### src/rtl/deal_pkg.sv
// Shared types and constants for the card deal arbiter.
// Imported by the arbiter top and its round-robin sub-block.
package deal_pkg;

  localparam int unsigned CARD_W     = 4;
  localparam int unsigned DEAL_CARDS = 4;

  typedef logic [CARD_W-1:0] card_t;

  typedef enum logic [1:0] {
    S_IDLE,
    S_ISSUE,
    S_WAIT,
    S_DELIVER
  } arb_state_t;

  typedef enum logic {
    PLAYER,
    DEALER
  } target_t;

endpackage

### src/rtl/rr_arbiter_2.sv
// Two-way round-robin arbiter between player and dealer hit requests.
// Combinational; grant is one-hot {dealer, player}.
module rr_arbiter_2
  import deal_pkg::*;
(
  input  logic       i_playerReq,
  input  logic       i_dealerReq,
  input  logic       i_playerMask,
  input  logic       i_dealerMask,
  input  target_t    i_lastServed,
  output logic [1:0] o_grant_c
);

  logic w_p;
  logic w_d;

  assign w_p = i_playerReq & ~i_playerMask;
  assign w_d = i_dealerReq & ~i_dealerMask;

  // On contention, favour whichever side was not served last.
  always_comb begin
    o_grant_c = 2'b00;
    if (w_p && w_d) begin
      o_grant_c = (i_lastServed == PLAYER) ? 2'b10 : 2'b01;
    end else begin
      o_grant_c = {w_d, w_p};
    end
  end

endmodule

### src/rtl/card_deal_arbiter.sv
// Owns the card deck: runs the D,P,D,P opening deal, then serialises hit
// requests, routing each drawn card to one hand with a single-cycle strobe.
module card_deal_arbiter #(
  parameter int unsigned CARD_W       = 4,
  parameter int unsigned DECK_LATENCY = 1,
  parameter int unsigned MAX_CARDS    = 5
) (
  input  logic              i_clk,
  input  logic              i_reset,
  input  logic              i_startDeal,
  input  logic              i_playerReq,
  input  logic              i_dealerReq,
  input  logic [2:0]        i_playerCount,
  input  logic [2:0]        i_dealerCount,
  input  logic [CARD_W-1:0] i_deckCard,
  output logic              o_deckDraw,
  output logic [CARD_W-1:0] o_card,
  output logic              o_playerLoad,
  output logic              o_dealerLoad,
  output logic              o_playerGrant,
  output logic              o_dealerGrant,
  output logic              o_dealDone,
  output logic              o_busy
);

  import deal_pkg::*;

  localparam int unsigned WAIT_W = 3;
  localparam int unsigned CNT_W  = 3;
  localparam int unsigned STEP_W = 2;

  arb_state_t        r_state;
  target_t           r_target;
  target_t           r_lastServed;
  logic [STEP_W-1:0] r_dealStep;
  logic              r_dealActive;
  logic [WAIT_W-1:0] r_waitCnt;
  logic [CARD_W-1:0] r_card;
  logic              r_deckDraw;
  logic              r_playerLoad;
  logic              r_dealerLoad;
  logic              r_playerGrant;
  logic              r_dealerGrant;
  logic              r_dealDone;
  logic              r_busy;

  logic              w_playerMask;
  logic              w_dealerMask;
  logic [1:0]        w_grant;

  // Requests only count once the opening deal has finished.
  assign w_playerMask = (i_playerCount == CNT_W'(MAX_CARDS));
  assign w_dealerMask = (i_dealerCount == CNT_W'(MAX_CARDS));

  rr_arbiter_2 u_rr (
    .i_playerReq  (i_playerReq & r_dealDone),
    .i_dealerReq  (i_dealerReq & r_dealDone),
    .i_playerMask (w_playerMask),
    .i_dealerMask (w_dealerMask),
    .i_lastServed (r_lastServed),
    .o_grant_c    (w_grant)
  );

  always_ff @(posedge i_clk or posedge i_reset) begin
    if (i_reset) begin
      r_state       <= S_IDLE;
      r_target      <= DEALER;
      r_lastServed  <= DEALER;
      r_dealStep    <= '0;
      r_dealActive  <= 1'b0;
      r_waitCnt     <= '0;
      r_card        <= '0;
      r_deckDraw    <= 1'b0;
      r_playerLoad  <= 1'b0;
      r_dealerLoad  <= 1'b0;
      r_playerGrant <= 1'b0;
      r_dealerGrant <= 1'b0;
      r_dealDone    <= 1'b0;
      r_busy        <= 1'b0;
    end else begin
      r_deckDraw    <= 1'b0;
      r_playerLoad  <= 1'b0;
      r_dealerLoad  <= 1'b0;
      r_playerGrant <= 1'b0;
      r_dealerGrant <= 1'b0;
      case (r_state)
        S_IDLE: begin
          if (i_startDeal) begin
            r_dealDone   <= 1'b0;
            r_dealStep   <= '0;
            r_dealActive <= 1'b1;
            r_target     <= DEALER;
            r_state      <= S_ISSUE;
            r_deckDraw   <= 1'b1;
            r_busy       <= 1'b1;
          end else if (r_dealActive) begin
            r_target   <= r_dealStep[0] ? PLAYER : DEALER;
            r_state    <= S_ISSUE;
            r_deckDraw <= 1'b1;
            r_busy     <= 1'b1;
          end else if (|w_grant) begin
            r_target   <= w_grant[1] ? DEALER : PLAYER;
            r_state    <= S_ISSUE;
            r_deckDraw <= 1'b1;
            r_busy     <= 1'b1;
          end
        end
        S_ISSUE: begin
          r_waitCnt <= '0;
          r_state   <= S_WAIT;
        end
        S_WAIT: begin
          // Capture on the last latency cycle, then strobe the target hand.
          if (r_waitCnt == WAIT_W'(DECK_LATENCY - 1)) begin
            r_card        <= i_deckCard;
            r_playerLoad  <= (r_target == PLAYER);
            r_dealerLoad  <= (r_target == DEALER);
            r_playerGrant <= (r_target == PLAYER) && !r_dealActive;
            r_dealerGrant <= (r_target == DEALER) && !r_dealActive;
            r_waitCnt     <= '0;
            r_state       <= S_DELIVER;
          end else begin
            r_waitCnt <= r_waitCnt + WAIT_W'(1);
          end
        end
        S_DELIVER: begin
          if (r_dealActive) begin
            if (r_dealStep == STEP_W'(DEAL_CARDS - 1)) begin
              r_dealActive <= 1'b0;
              r_dealDone   <= 1'b1;
              r_lastServed <= PLAYER;
              r_dealStep   <= '0;
            end else begin
              r_dealStep <= r_dealStep + STEP_W'(1);
            end
          end else begin
            r_lastServed <= r_target;
          end
          r_state <= S_IDLE;
          r_busy  <= 1'b0;
        end
        default: begin
          r_state <= S_IDLE;
          r_busy  <= 1'b0;
        end
      endcase
    end
  end

  assign o_deckDraw    = r_deckDraw;
  assign o_card        = r_card;
  assign o_playerLoad  = r_playerLoad;
  assign o_dealerLoad  = r_dealerLoad;
  assign o_playerGrant = r_playerGrant;
  assign o_dealerGrant = r_dealerGrant;
  assign o_dealDone    = r_dealDone;
  assign o_busy        = r_busy;

endmodule

### config.mk
export PLATFORM = sky130hd
export DESIGN_NAME = card_deal_arbiter
export DESIGN_NICKNAME = d
export VERILOG_FILES = /design/src/rtl/deal_pkg.sv /design/src/rtl/rr_arbiter_2.sv /design/src/rtl/card_deal_arbiter.sv
export SDC_FILE = /design/constraint.sdc
export NUM_CORES = 1
export LEC_CHECK = 0
export ABC_AREA = 1
export CAP_MARGIN = 0
export CORE_UTILIZATION = 40
export DETAILED_ROUTE_END_ITERATION = 8
export HOLD_SLACK_MARGIN = 0.02
export PLACE_DENSITY = 0.65
export RECOVER_POWER = 25
export SLEW_MARGIN = 20
export SYNTH_ARGS = -nofsm -noshare
export SYNTH_HDL_FRONTEND = slang
export SYNTH_SLANG_ARGS = --single-unit
### constraint.sdc
create_clock -name i_clk -period 1.54 [get_ports i_clk]
set_input_delay 0.308 -clock i_clk [delete_from_list [all_inputs] [get_ports i_clk]]
set_output_delay 0.308 -clock i_clk [all_outputs]
set_load 0.01 [all_outputs]
==> results.md <==
* Critical Path RT at 1230 ps
* Setup tns final at 0 ps
* Slew margin rel. at about two thirds
* Final hold viol count at 0
* Most frequent cells in the layout: 21 x nand2_1, 19 x dfrtp_1, 16 x inv_1, 16 x clkdlybuf4s50_1, 9 x nand3_1
* Mux cell area share after synthesis at 5.667%
* Initial core utilization at between 40% and 50%
* Worst Min Path Start: o_busy$_DFFE_PP0P_
* Worst path depth at 1
* Largest net degree at the start of global routing at 22
* Synth Register Bits at 21
* CP Buf/Inv Count at 1
* Filler cell count at around 220
* MaxCap Viol Count at 0
* Final setup fails at 0
* FF/Latch Area at ~530 um^2
* CP Launch Type: register
* Ports at 26
* CP max FO at 1
* Pwr/cell area at approximately 1600 nW/um^2
* H-tree Lvls at 1
* Final setup margin at around 80 ps
* Placed cell count at between 150 and 200
* Initial antenna violation count at 0
* First-pass GRT wire length at 3394 um
* Worst reg2reg startpoint: r_state[0]$_DFFE_PP0P_
* Clock root buffer: clkbuf_4
* CP startpoint: o_dealerLoad$_DFF_PP0_
* Post-layout min period at 1460 ps
* Avg Inst Size Synth at a little under 10 um^2
* Syn nets at 131
* Post-Syn Area at 1060 um^2
* Post-synth top area cell: dfrtp_1
* Wire length per cell at between 10 and 15 um
* Syn Inst Count at 110
* I/O Buffers at 25
* Final cell count without fillers at 171
* Gp weighted congestion at approximately 0.8
* Fmax at just under 0.7 GHz
* Routed WL at ~1900 um
* TritonCTS buffer count at 3
* Worst vdd ir at 0.9720 mV
* Full die area at approximately 2900 um^2
* CTS tree: yes
* Post-Synth XOR/XNOR Area at 0.8264%
* Diode count at 0
* Hold path depth at 2
* Ys Warns at 0
* Vias/cell at ~4.8
* Cells along the critical path: clkdlybuf4s50_1
* R2r worst-path depth at 8
* Initial DRT Pass Iterations at 4
* Share of post-route cells with drive strength above 1 at between 15 and 20%
* Die height at 53.47 um
* Slew of the pin with the lowest slew margin at ~500 ps
* Nets at ~160
* Top cells by area, synth: dfrtp_1 45%, nand2_1 7.4%, ha_1 7.1%
* HP Class: reg2reg
* Most common cell after layout, fill and taps aside: nand2_1
* Compound-gate portion of the synthesized area at a little over 7%
* Post-synthesis simple-gate area fraction at between 20% and 30%
* Vias in the first global route at 809
* CTS Buffer Depth at 2
* Drt drc at 0
* Detailed Place HPWL at approximately 1500 um
* Largest family of logic cells by synthesized area: simple AND/OR/NAND/NOR gates
* # rows at 18
* Seq/Total Area, Yosys at between 40 and 50%
* Share of the synthesized area in the top cell type at between 40 and 50%
* Critical path arrival at ~1200 ps
* Die Wd at 53.47 um
* Slew Limit Fails at 0
* Place WS at around 72 ps
* Drt first-iter violations at 4
* Vias at 824
* Total core area at around 2500 um^2
* Final worst-path cycle share at between 90 and 100%
* Status: finished, final reports clean
* CP top delay family: buffers and inverters
* Number of routed nets with antenna violations at 0
* GR Overflow Total at 0
* Crit. End Element: primary output
* P_leak at 0.7714 nW
* Worst-skew pair later-pin latency at around 300 ps
* CP Class: reg2out
* Largest stage delay, worst path at roughly 520 ps
* Skew final at roughly 8.4 ps
* Area of the multi-input gates at approximately 460 um^2
* All-Layer GR Usage at 17.30%
* Count of cell types in the netlist at 24
* Fin util at between 50% and 60%
* Syn-to-layout area delta at 32.00%
* # clock sinks at 21
* CTS Hold Bufs at 0
* Adder-cell area share of the yosys netlist at between 7 and 8%
* CP max-delay cell: clkdlybuf4s50_1
* RSZ-0062 raised after global routing: no
* Worst-path clk slew at roughly 110 ps
-- final cells by class --
type                            instances  share of cell area (%)
Timing Repair Buffer                   27                   19.68
Sequential cell                        21                   37.75
Clock buffer                            4                   1.878
Inverter                               19                   5.188
Multi-Input combinational cell         70                   32.83
Tap cell                               30                   2.683
-- Yosys cell counts (all sizes together) --
library cell	number
a21oi	3
a22o	1
clkinv	1
dfrtp	19
dfstp	2
ha	6
inv	18
mux2	4
nand2	24
nand3	9
nand3b	1
nand4	3
nor2	7
nor3	2
o21ai	7
o22ai	1
or2	1
xor2	1
-- metal layers --
metal  GRT usage, %  vias to the layer above  part of all wire [%]
li1               -                      419                     -
met1          20.68                      378                    46
met2          27.50                       21                    47
met3          6.034                        6                   4.4
met4          7.895                        0                   2.5
met5              0                        -                     0
-- worst paths after layout --
kind,endpoint,slack (ps)
max,o_dealerLoad,80
min,o_busy$_DFFE_PP0P_,490
max reg2reg,o_dealDone$_DFFE_PP0P_,160
min reg2reg,o_busy$_DFFE_PP0P_,490
max in group asynchronous,r_target$_DFFE_PP1P_,630
min in group asynchronous,r_waitCnt[1]$_DFFE_PP0P_,540
-- timing repair --
| action | CTS | global route |
|---|---|---|
| resized for setup | 2 | 6 |
| buffers inserted | 1 | 0 |
| endpoints found under the setup margin | 3 | 6 |
| pin swaps | 0 | 0 |
-- logic make-up (layout without fill, tap and decap cells) --
kind of cell / Yosys count / in the layout
compound gates: 12 / 12
xor+xnor: 1 / 1
fa+ha+maj: 6 / 6
buf+inv: 19 / 50
flops: 21 / 21
mux: 4 / 4
simple gates: 47 / 47
-- registers in the layout, summed over array words and instances, names as in the netlist --
signal	flops
o_busy	1
r_lastServed	1
o_deckDraw	1
o_playerLoad	1
o_playerGrant	1
r_dealStep	2
o_dealDone	1
r_target	1
o_card	4
r_state	2
o_dealerLoad	1
r_waitCnt	3
r_dealActive	1
o_dealerGrant	1
-- report_power, final --
part / leakage (nW) / switching [mW] / internal (mW)
Combinational: 0.495 / 0.564 / 0.532
Clock: 0.0150 / 0.157 / 0.101
Sequential: 0.261 / 0.122 / 0.760
-- stage by stage --
stage                     power [mW]  hold slack, ps  instance area, um^2
after global placement         2.009           456.8                 1355
final                          2.236           488.0                 1399
after global routing           2.457           526.1                 1399
after detailed placement       2.029           462.2                 1355
after floorplan                1.634           283.0                 1060
after CTS                      2.285           320.8                 1386
No activity file was read; power rests on OpenSTA's default activity.
